[src/rtl/apb_bridge_n_pkg.sv]
// Shared types and helpers for the N-way APB bridge: FSM state encoding and width helpers.
package apb_bridge_n_pkg;

  typedef enum logic [1:0] {
    ST_IDLE   = 2'd0,
    ST_SETUP  = 2'd1,
    ST_ACCESS = 2'd2,
    ST_ERR    = 2'd3
  } state_t;

  // Ceiling log2 that returns 0 for 0 and 1, so it can size index fields directly.
  function automatic int clog2(input int v);
    return (v <= 1) ? 0 : $clog2(v);
  endfunction

endpackage

[src/rtl/apb_bridge_n_if.sv]
// Request/response port and APB fabric signals of the bridge, bundled with bridge-side and far-side modports.
interface apb_bridge_n_if #(
  parameter int ADDR_W = 32,
  parameter int DATA_W = 32,
  parameter int NSLV   = 4
);
  // Request transfers on the rising edge where req_valid & req_ready are both high; the requester
  // keeps req_* stable while req_valid waits. rsp_valid is a single-cycle pulse with no backpressure.
  logic                   req_valid;
  logic                   req_ready;
  logic                   req_write;
  logic [ADDR_W-1:0]      req_addr;
  logic [DATA_W-1:0]      req_wdata;
  logic [DATA_W/8-1:0]    req_strb;
  logic                   rsp_valid;
  logic [DATA_W-1:0]      rsp_rdata;
  logic                   rsp_err;

  logic [NSLV-1:0]        PSEL;
  logic                   PENABLE;
  logic                   PWRITE;
  logic [ADDR_W-1:0]      PADDR;
  logic [DATA_W-1:0]      PWDATA;
  logic [DATA_W/8-1:0]    PSTRB;
  logic [NSLV*DATA_W-1:0] PRDATA;
  logic [NSLV-1:0]        PREADY;
  logic [NSLV-1:0]        PSLVERR;

  modport master (
    input  req_valid, req_write, req_addr, req_wdata, req_strb,
    input  PRDATA, PREADY, PSLVERR,
    output req_ready, rsp_valid, rsp_rdata, rsp_err,
    output PSEL, PENABLE, PWRITE, PADDR, PWDATA, PSTRB
  );

  modport slave (
    output req_valid, req_write, req_addr, req_wdata, req_strb,
    output PRDATA, PREADY, PSLVERR,
    input  req_ready, rsp_valid, rsp_rdata, rsp_err,
    input  PSEL, PENABLE, PWRITE, PADDR, PWDATA, PSTRB
  );

endinterface

[src/rtl/apb_bridge_n_addr_decode.sv]
// Combinational slave decoder: index field, one-hot select and out-of-range miss flag from a byte address.
module apb_bridge_n_addr_decode
  import apb_bridge_n_pkg::*;
#(
  parameter  int ADDR_W  = 32,
  parameter  int NSLV    = 4,
  parameter  int SEL_LSB = 12,
  localparam int IDX_W   = clog2(NSLV)
) (
  input  logic [ADDR_W-1:0] addr,
  output logic [IDX_W-1:0]  idx,
  output logic [NSLV-1:0]   sel,
  output logic              miss
);

  localparam logic [NSLV-1:0] SEL_ONE = NSLV'(1);

  assign idx  = addr[SEL_LSB +: IDX_W];
  assign sel  = SEL_ONE << idx;
  // Anything set above the index field falls outside the slave window.
  assign miss = |(addr >> (SEL_LSB + IDX_W));

endmodule

[src/rtl/apb_bridge_n.sv]
// APB4 requester with N-way slave decode: one request at a time, SETUP/ACCESS sequencing,
// wait-state timeout and a single registered response pulse.
module apb_bridge_n
  import apb_bridge_n_pkg::*;
#(
  parameter int ADDR_W  = 32,
  parameter int DATA_W  = 32,
  parameter int NSLV    = 4,
  parameter int SEL_LSB = 12,
  parameter int TIMEOUT = 16
) (
  input  logic           PCLK,
  input  logic           PRESETn,
  apb_bridge_n_if.master bus,
  output state_t         state_dbg
);

  localparam int IDX_W   = clog2(NSLV);
  localparam int STRB_W  = DATA_W / 8;
  localparam int WCNT_W  = (TIMEOUT == 0) ? 1 : clog2(TIMEOUT + 1);
  localparam int TO_LAST = (TIMEOUT == 0) ? 0 : TIMEOUT - 1;

  state_t            state;
  logic [IDX_W-1:0]  idx_q;
  logic [WCNT_W-1:0] wait_cnt;

  logic [IDX_W-1:0]  dec_idx;
  logic [NSLV-1:0]   dec_sel;
  logic              dec_miss;

  apb_bridge_n_addr_decode #(
    .ADDR_W  (ADDR_W),
    .NSLV    (NSLV),
    .SEL_LSB (SEL_LSB)
  ) u_decode (
    .addr (bus.req_addr),
    .idx  (dec_idx),
    .sel  (dec_sel),
    .miss (dec_miss)
  );

  assign state_dbg = state;

  // req_ready is registered, so it rises on the first clock edge after reset release.
  always_ff @(posedge PCLK or negedge PRESETn) begin
    if (!PRESETn) begin
      state         <= ST_IDLE;
      idx_q         <= '0;
      wait_cnt      <= '0;
      bus.req_ready <= 1'b0;
      bus.rsp_valid <= 1'b0;
      bus.rsp_rdata <= '0;
      bus.rsp_err   <= 1'b0;
      bus.PSEL      <= '0;
      bus.PENABLE   <= 1'b0;
      bus.PWRITE    <= 1'b0;
      bus.PADDR     <= '0;
      bus.PWDATA    <= '0;
      bus.PSTRB     <= '0;
    end else begin
      bus.rsp_valid <= 1'b0;
      case (state)
        ST_IDLE: begin
          if (bus.req_valid && bus.req_ready) begin
            bus.PADDR     <= bus.req_addr;
            bus.PWRITE    <= bus.req_write;
            bus.PWDATA    <= bus.req_wdata;
            bus.PSTRB     <= bus.req_write ? bus.req_strb : STRB_W'(0);
            idx_q         <= dec_idx;
            bus.req_ready <= 1'b0;
            if (dec_miss) begin
              state <= ST_ERR;
            end else begin
              state    <= ST_SETUP;
              bus.PSEL <= dec_sel;
              wait_cnt <= '0;
            end
          end else begin
            bus.req_ready <= 1'b1;
          end
        end

        ST_SETUP: begin
          bus.PENABLE <= 1'b1;
          state       <= ST_ACCESS;
        end

        ST_ACCESS: begin
          // A ready slave on the last allowed cycle takes priority over the timeout.
          if (bus.PREADY[idx_q]) begin
            state         <= ST_IDLE;
            bus.PSEL      <= '0;
            bus.PENABLE   <= 1'b0;
            bus.req_ready <= 1'b1;
            bus.rsp_valid <= 1'b1;
            bus.rsp_err   <= bus.PSLVERR[idx_q];
            bus.rsp_rdata <= (!bus.PWRITE && !bus.PSLVERR[idx_q])
                             ? bus.PRDATA[idx_q*DATA_W +: DATA_W] : DATA_W'(0);
          end else if ((TIMEOUT != 0) && (wait_cnt == WCNT_W'(TO_LAST))) begin
            state         <= ST_IDLE;
            bus.PSEL      <= '0;
            bus.PENABLE   <= 1'b0;
            bus.req_ready <= 1'b1;
            bus.rsp_valid <= 1'b1;
            bus.rsp_err   <= 1'b1;
            bus.rsp_rdata <= '0;
          end else begin
            wait_cnt <= wait_cnt + 1'b1;
          end
        end

        ST_ERR: begin
          state         <= ST_IDLE;
          bus.req_ready <= 1'b1;
          bus.rsp_valid <= 1'b1;
          bus.rsp_err   <= 1'b1;
          bus.rsp_rdata <= '0;
        end

        default: begin
          state <= ST_IDLE;
        end
      endcase
    end
  end

endmodule

[src/flat_wrapper.sv]
// flat-port wrapper written by rule: the top's interface ports become plain ports
module apb_bridge_n_flat import apb_bridge_n_pkg::*;
#(
  parameter int ADDR_W  = 32,
  parameter int DATA_W  = 32,
  parameter int NSLV    = 4,
  parameter int SEL_LSB = 12,
  parameter int TIMEOUT = 16
)
  (PCLK, PRESETn, state_dbg, bus_req_valid, bus_req_write, bus_req_addr, bus_req_wdata, bus_req_strb, bus_PRDATA, bus_PREADY, bus_PSLVERR, bus_req_ready, bus_rsp_valid, bus_rsp_rdata, bus_rsp_err, bus_PSEL, bus_PENABLE, bus_PWRITE, bus_PADDR, bus_PWDATA, bus_PSTRB);
  apb_bridge_n_if #(.ADDR_W(ADDR_W), .DATA_W(DATA_W), .NSLV(NSLV)) bus_i ();
  input  logic PCLK;
  input  logic PRESETn;
  output state_t state_dbg;
  input wire logic [$bits(bus_i.req_valid)-1:0] bus_req_valid;
  input wire logic [$bits(bus_i.req_write)-1:0] bus_req_write;
  input wire logic [$bits(bus_i.req_addr)-1:0] bus_req_addr;
  input wire logic [$bits(bus_i.req_wdata)-1:0] bus_req_wdata;
  input wire logic [$bits(bus_i.req_strb)-1:0] bus_req_strb;
  input wire logic [$bits(bus_i.PRDATA)-1:0] bus_PRDATA;
  input wire logic [$bits(bus_i.PREADY)-1:0] bus_PREADY;
  input wire logic [$bits(bus_i.PSLVERR)-1:0] bus_PSLVERR;
  output wire logic [$bits(bus_i.req_ready)-1:0] bus_req_ready;
  output wire logic [$bits(bus_i.rsp_valid)-1:0] bus_rsp_valid;
  output wire logic [$bits(bus_i.rsp_rdata)-1:0] bus_rsp_rdata;
  output wire logic [$bits(bus_i.rsp_err)-1:0] bus_rsp_err;
  output wire logic [$bits(bus_i.PSEL)-1:0] bus_PSEL;
  output wire logic [$bits(bus_i.PENABLE)-1:0] bus_PENABLE;
  output wire logic [$bits(bus_i.PWRITE)-1:0] bus_PWRITE;
  output wire logic [$bits(bus_i.PADDR)-1:0] bus_PADDR;
  output wire logic [$bits(bus_i.PWDATA)-1:0] bus_PWDATA;
  output wire logic [$bits(bus_i.PSTRB)-1:0] bus_PSTRB;
  assign bus_i.req_valid = bus_req_valid;
  assign bus_i.req_write = bus_req_write;
  assign bus_i.req_addr = bus_req_addr;
  assign bus_i.req_wdata = bus_req_wdata;
  assign bus_i.req_strb = bus_req_strb;
  assign bus_i.PRDATA = bus_PRDATA;
  assign bus_i.PREADY = bus_PREADY;
  assign bus_i.PSLVERR = bus_PSLVERR;
  assign bus_req_ready = bus_i.req_ready;
  assign bus_rsp_valid = bus_i.rsp_valid;
  assign bus_rsp_rdata = bus_i.rsp_rdata;
  assign bus_rsp_err = bus_i.rsp_err;
  assign bus_PSEL = bus_i.PSEL;
  assign bus_PENABLE = bus_i.PENABLE;
  assign bus_PWRITE = bus_i.PWRITE;
  assign bus_PADDR = bus_i.PADDR;
  assign bus_PWDATA = bus_i.PWDATA;
  assign bus_PSTRB = bus_i.PSTRB;
  apb_bridge_n #(.ADDR_W(ADDR_W), .DATA_W(DATA_W), .NSLV(NSLV), .SEL_LSB(SEL_LSB), .TIMEOUT(TIMEOUT)) u_core (.PCLK(PCLK), .PRESETn(PRESETn), .bus(bus_i), .state_dbg(state_dbg));
endmodule
[config.mk]
export PLATFORM = sky130hd
export DESIGN_NAME = apb_bridge_n_flat
export DESIGN_NICKNAME = d
export VERILOG_FILES = /design/src/rtl/apb_bridge_n_pkg.sv /design/src/rtl/apb_bridge_n_if.sv /design/src/rtl/apb_bridge_n_addr_decode.sv /design/src/rtl/apb_bridge_n.sv /design/src/flat_wrapper.sv
export SDC_FILE = /design/constraint.sdc
export NUM_CORES = 1
export LEC_CHECK = 0
export CORE_MARGIN = 1
export CORE_UTILIZATION = 35
export CTS_CLUSTER_DIAMETER = 60
export DETAILED_ROUTE_END_ITERATION = 10
export MAX_ROUTING_LAYER = met4
export PLACE_DENSITY = 0.78
export SLEW_MARGIN = 0
export SYNTH_ARGS = -nofsm -noshare
export SYNTH_HDL_FRONTEND = slang
export SYNTH_SLANG_ARGS = --single-unit
[constraint.sdc]
create_clock -name PCLK -period 2.3 [get_ports PCLK]
set_clock_uncertainty 0.1 [all_clocks]
set_input_delay 0.46 -clock PCLK [delete_from_list [all_inputs] [get_ports PCLK]]
set_output_delay 0.46 -clock PCLK [all_outputs]
set_load 0.02 [all_outputs]
==> flow_summary.ini, run 1 <==
[sta]
drv_slew = 0
timing.final.crit_period_ps = 2181
whs_ps = 314.4
fin_ws_ps = 119.1
fmax_mhz = 458.5
hold_viol_final = 0
report.final.setup_viol = 0
layout_worst_path_cycle_share = 0.9482
fin_tns_setup_ps = 0
max_slew_margin = 0.7123
rsz0062_at_grt = no
worst_pin_slew_ps = 431.6

[power]
leakagePower_nw = 4.124
power.density_nw_per_um2 = 1381
power.switching_mw = 4.794
power_frac_seq = 0.264
clkPwrFrac = 0.211
p_sw_frac = 0.3543
ir_drop_uv = 775.7
pwr-share-comb = 0.525
internal-power_mw = 8.735

[placed_design]
place_ws_ps = -267.4
post-place-cells = 919
gp_congestion = 0.8259
hpwl_um = 13380
portBuffers = 318

[worst_setup_path]
worstSetupEndpointType = register
crit_chain = ha_2 -> and3_1 -> ha_1 -> nor2b_1 -> a22o_1 -> or2_4 -> buf_4 -> nand3_2 -> mux2_4
slowest_stage = dfrtp_1
required_ps = 2500
worstPathArrival_ps = 2380
cp_top_family = simple AND/OR/NAND/NOR gates
crit_path_start_kind = register
cp_num_buf_inv = 1
path_class = register to register
critPathMaxFanout = 4
cpPeakStageDelay_ps = 360

[layout]
drive_above_1_share = 0.2285
syn_to_final_growth_pct = 78.91
diodes = 0
nets = 945
fill_cells = 1168
fin_cells = 955

[grt]
grt_pass1_wl_um = 26880
grt_usage = 0.2270
grt_max_degree = 65
globalRouteOverflowTotal = 0
antenna_found_initial = 0
grt_pass1_vias = 5086

[routing]
vias = 4606
drc = 0
drt_iter0_drc = 129
drtAntennaViolNets = 0
dr.pass1.iters = 6
wl_um = 17180
wl_per_cell_um = 17.98
post_drt_via_cell_ratio = 4.823

[floorplan]
die-area_sq_um = 16150
start_util = 0.3589
fp.dieW_um = 127.1
core_sq_um = 15260
die_height_um = 127.1
ios = 319
fp-row-count = 45

[logic_synthesis]
syn_nets = 606
ys_seq_elements = 116
synth_seq_area_share = 0.5300
synth_ff_type = dfrtp_1
synthArstFlopShare = 1.000
synth_cells = 392
synth_edf_count = 0
synthesis.area_sq_um = 5477
syn_avg_cell_area_sq_um = 13.97
yosys_warnings = 0
synth_cell_types = 38

[clock_network]
numClockSinks = 116
clk_latency_ps = 410
htreeDepth = 4
clk_pin_slew_ps = 50
cts_tree = done
clock_tree.buffer_depth = 2
cts_root_buf = clkbuf_16
cts_made_buffers = 17

[outcome]
status = finished, final reports clean

[worst_hold_path]
min_path_type = input pin to asynchronous set/reset pin

[job]
max_cap_viol_count = 0
[state kept, by name, indices dropped and copies added (netlist names)]
register / count
u_core.bus.PWDATA: 32
u_core.bus.rsp_rdata: 32
u_core.bus.PADDR: 31
u_core.wait_cnt: 5
u_core.bus.PSEL: 4
u_core.bus.PSTRB: 4
u_core.state_dbg: 2
u_core.bus.PENABLE: 1
u_core.bus.PWRITE: 1
u_core.bus.req_ready: 1
u_core.bus.rsp_err: 1
u_core.bus.rsp_valid: 1
u_core.idx_q: 1
[area by class of cell]
| type | count | area, sq um | area share |
|---|---|---|---|
| clock inverter | 11 | 171.4 | 0.01749 |
| clock buffer | 21 | 480.5 | 0.04904 |
| sequential | 116 | 2904 | 0.2964 |
| inverter | 41 | 153.9 | 0.01571 |
| multi-input combinational | 213 | 2371 | 0.2420 |
| tap | 211 | 264.0 | 0.02694 |
| timing repair buffer | 342 | 3453 | 0.3524 |
[kinds of logic (layout without fill, tap and decap cells)]
logic type,count (synthesis),in the layout,share of synthesized area
fa+ha+maj,6,6,0.01371
flops,116,116,0.5300
compound gates,46,47,0.07334
mux,108,108,0.2872
simple gates,52,52,0.05004
buf+inv,64,415,0.04570
[cell usage in the layout, fill, tap and decap left out, types with 3 or more instances in the layout]
| master | Yosys | routed |
|---|---|---|
| o2bb2ai_1 | 33 | 33 |
| mux2_2 | 69 | 69 |
| buf_12 | 0 | 7 |
| nand2b_1 | 3 | 3 |
| bufinv_16 | 0 | 4 |
| clkbuf_8 | 0 | 4 |
| nand3_1 | 6 | 6 |
| clkbuf_16 | 0 | 17 |
| dfrtp_1 | 116 | 115 |
| ha_1 | 6 | 4 |
| clkdlybuf4s50_1 | 0 | 316 |
| mux4_2 | 32 | 32 |
| inv_1 | 41 | 41 |
| nand2_1 | 17 | 16 |
| mux2i_1 | 6 | 6 |
| nor4_1 | 5 | 5 |
| nor2_1 | 6 | 6 |
| buf_4 | 0 | 17 |
[layer usage]
metal,GRT usage,up-vias,routed length [um]
li1,-,2116,-
met1,0.2397,2253,6404
met2,0.3988,206,9166
met3,0.06826,31,1255
met4,0.08754,0,349
met5,-,-,0
[power groups by stage]
stage	combinational (mW)	sequential, mW	clock (mW)
finish	7.10	3.57	2.85
global route	7.54	3.68	3.02
CTS	7.14	3.58	2.92
detailed placement	7.00	3.60	0
global placement	6.86	3.55	0
floorplan	2.66	4.67	0
[Yosys cell counts, types with 2 or more instances]
cell,count,share of area
mux2i_1,6,0.011
nor2b_1,2,0.0023
dfrtp_1,116,0.53
clkbuf_1,8,0.0055
nor3b_1,2,0.0027
mux2_2,69,0.14
a22o_1,2,0.0032
o21ai_0,2,0.0018
mux4_2,32,0.13
ha_1,6,0.014
buf_2,8,0.0073
o2bb2ai_1,33,0.053
nand3_1,6,0.0055
nand2b_1,3,0.0034
nand3_2,2,0.0037
nor2_1,6,0.0041
buf_1,7,0.0048
and3_1,2,0.0023
nand2_1,17,0.012
nor4_1,5,0.0057
inv_1,41,0.028
[path summary, 6_finish.rpt]
kind                                                       end  slack (ps)  depth (start not counted)                             from
min in group PCLK              u_core.bus.PSTRB[0]$_DFFE_PN0P_         370                          2  u_core.bus.PSTRB[0]$_DFFE_PN0P_
max in group asynchronous      u_core.bus.PADDR[3]$_DFFE_PN0P_        1250                          3                          PRESETn
setup / recovery                u_core.wait_cnt[0]$_DFFE_PN0P_         120                          9   u_core.wait_cnt[1]$_DFFE_PN0P_
setup reg to reg                u_core.wait_cnt[0]$_DFFE_PN0P_         120                          9   u_core.wait_cnt[1]$_DFFE_PN0P_
hold reg to reg                u_core.bus.PSTRB[0]$_DFFE_PN0P_         370                          2  u_core.bus.PSTRB[0]$_DFFE_PN0P_
hold / removal             u_core.bus.rsp_rdata[9]$_DFFE_PN0P_         310                          2                          PRESETn
[per-stage QoR]
step / power (mW) / area [sq um] / utilization
2_1_floorplan: 7.331 / 5490 / -
3_3_place_gp: 10.40 / 9067 / 0.5943
3_5_place_dp: 10.59 / 9067 / 0.5943
4_1_cts: 13.63 / 9768 / 0.6402
5_1_grt: 14.24 / 9798 / 0.6421
6_report: 13.53 / 9798 / 0.6421
[timing repair]
item | CTS | global route
resized for setup | 1 | 4
pin swaps | 0 | 2
setup endpoints to repair | 33 | 26
buffers inserted | 1 | 1
hold buffers | 1 | 0
endpoints found under the hold margin | 51 | 0
gates cloned | 1 | 0
Note: power is estimated with default switching activity, not from simulation.
==> inputs of run 2 (changes only) <==
--- a/config.mk
+++ b/config.mk
@@ -9,6 +9,7 @@
 export CORE_UTILIZATION = 35
 export CTS_CLUSTER_DIAMETER = 60
 export DETAILED_ROUTE_END_ITERATION = 10
+export HOLD_SLACK_MARGIN = 0.15
 export MAX_ROUTING_LAYER = met4
 export PLACE_DENSITY = 0.78
 export SLEW_MARGIN = 0
==> results of run 2 <==
Same layout as run 1: the final DEF is identical, and so are final timing and power.
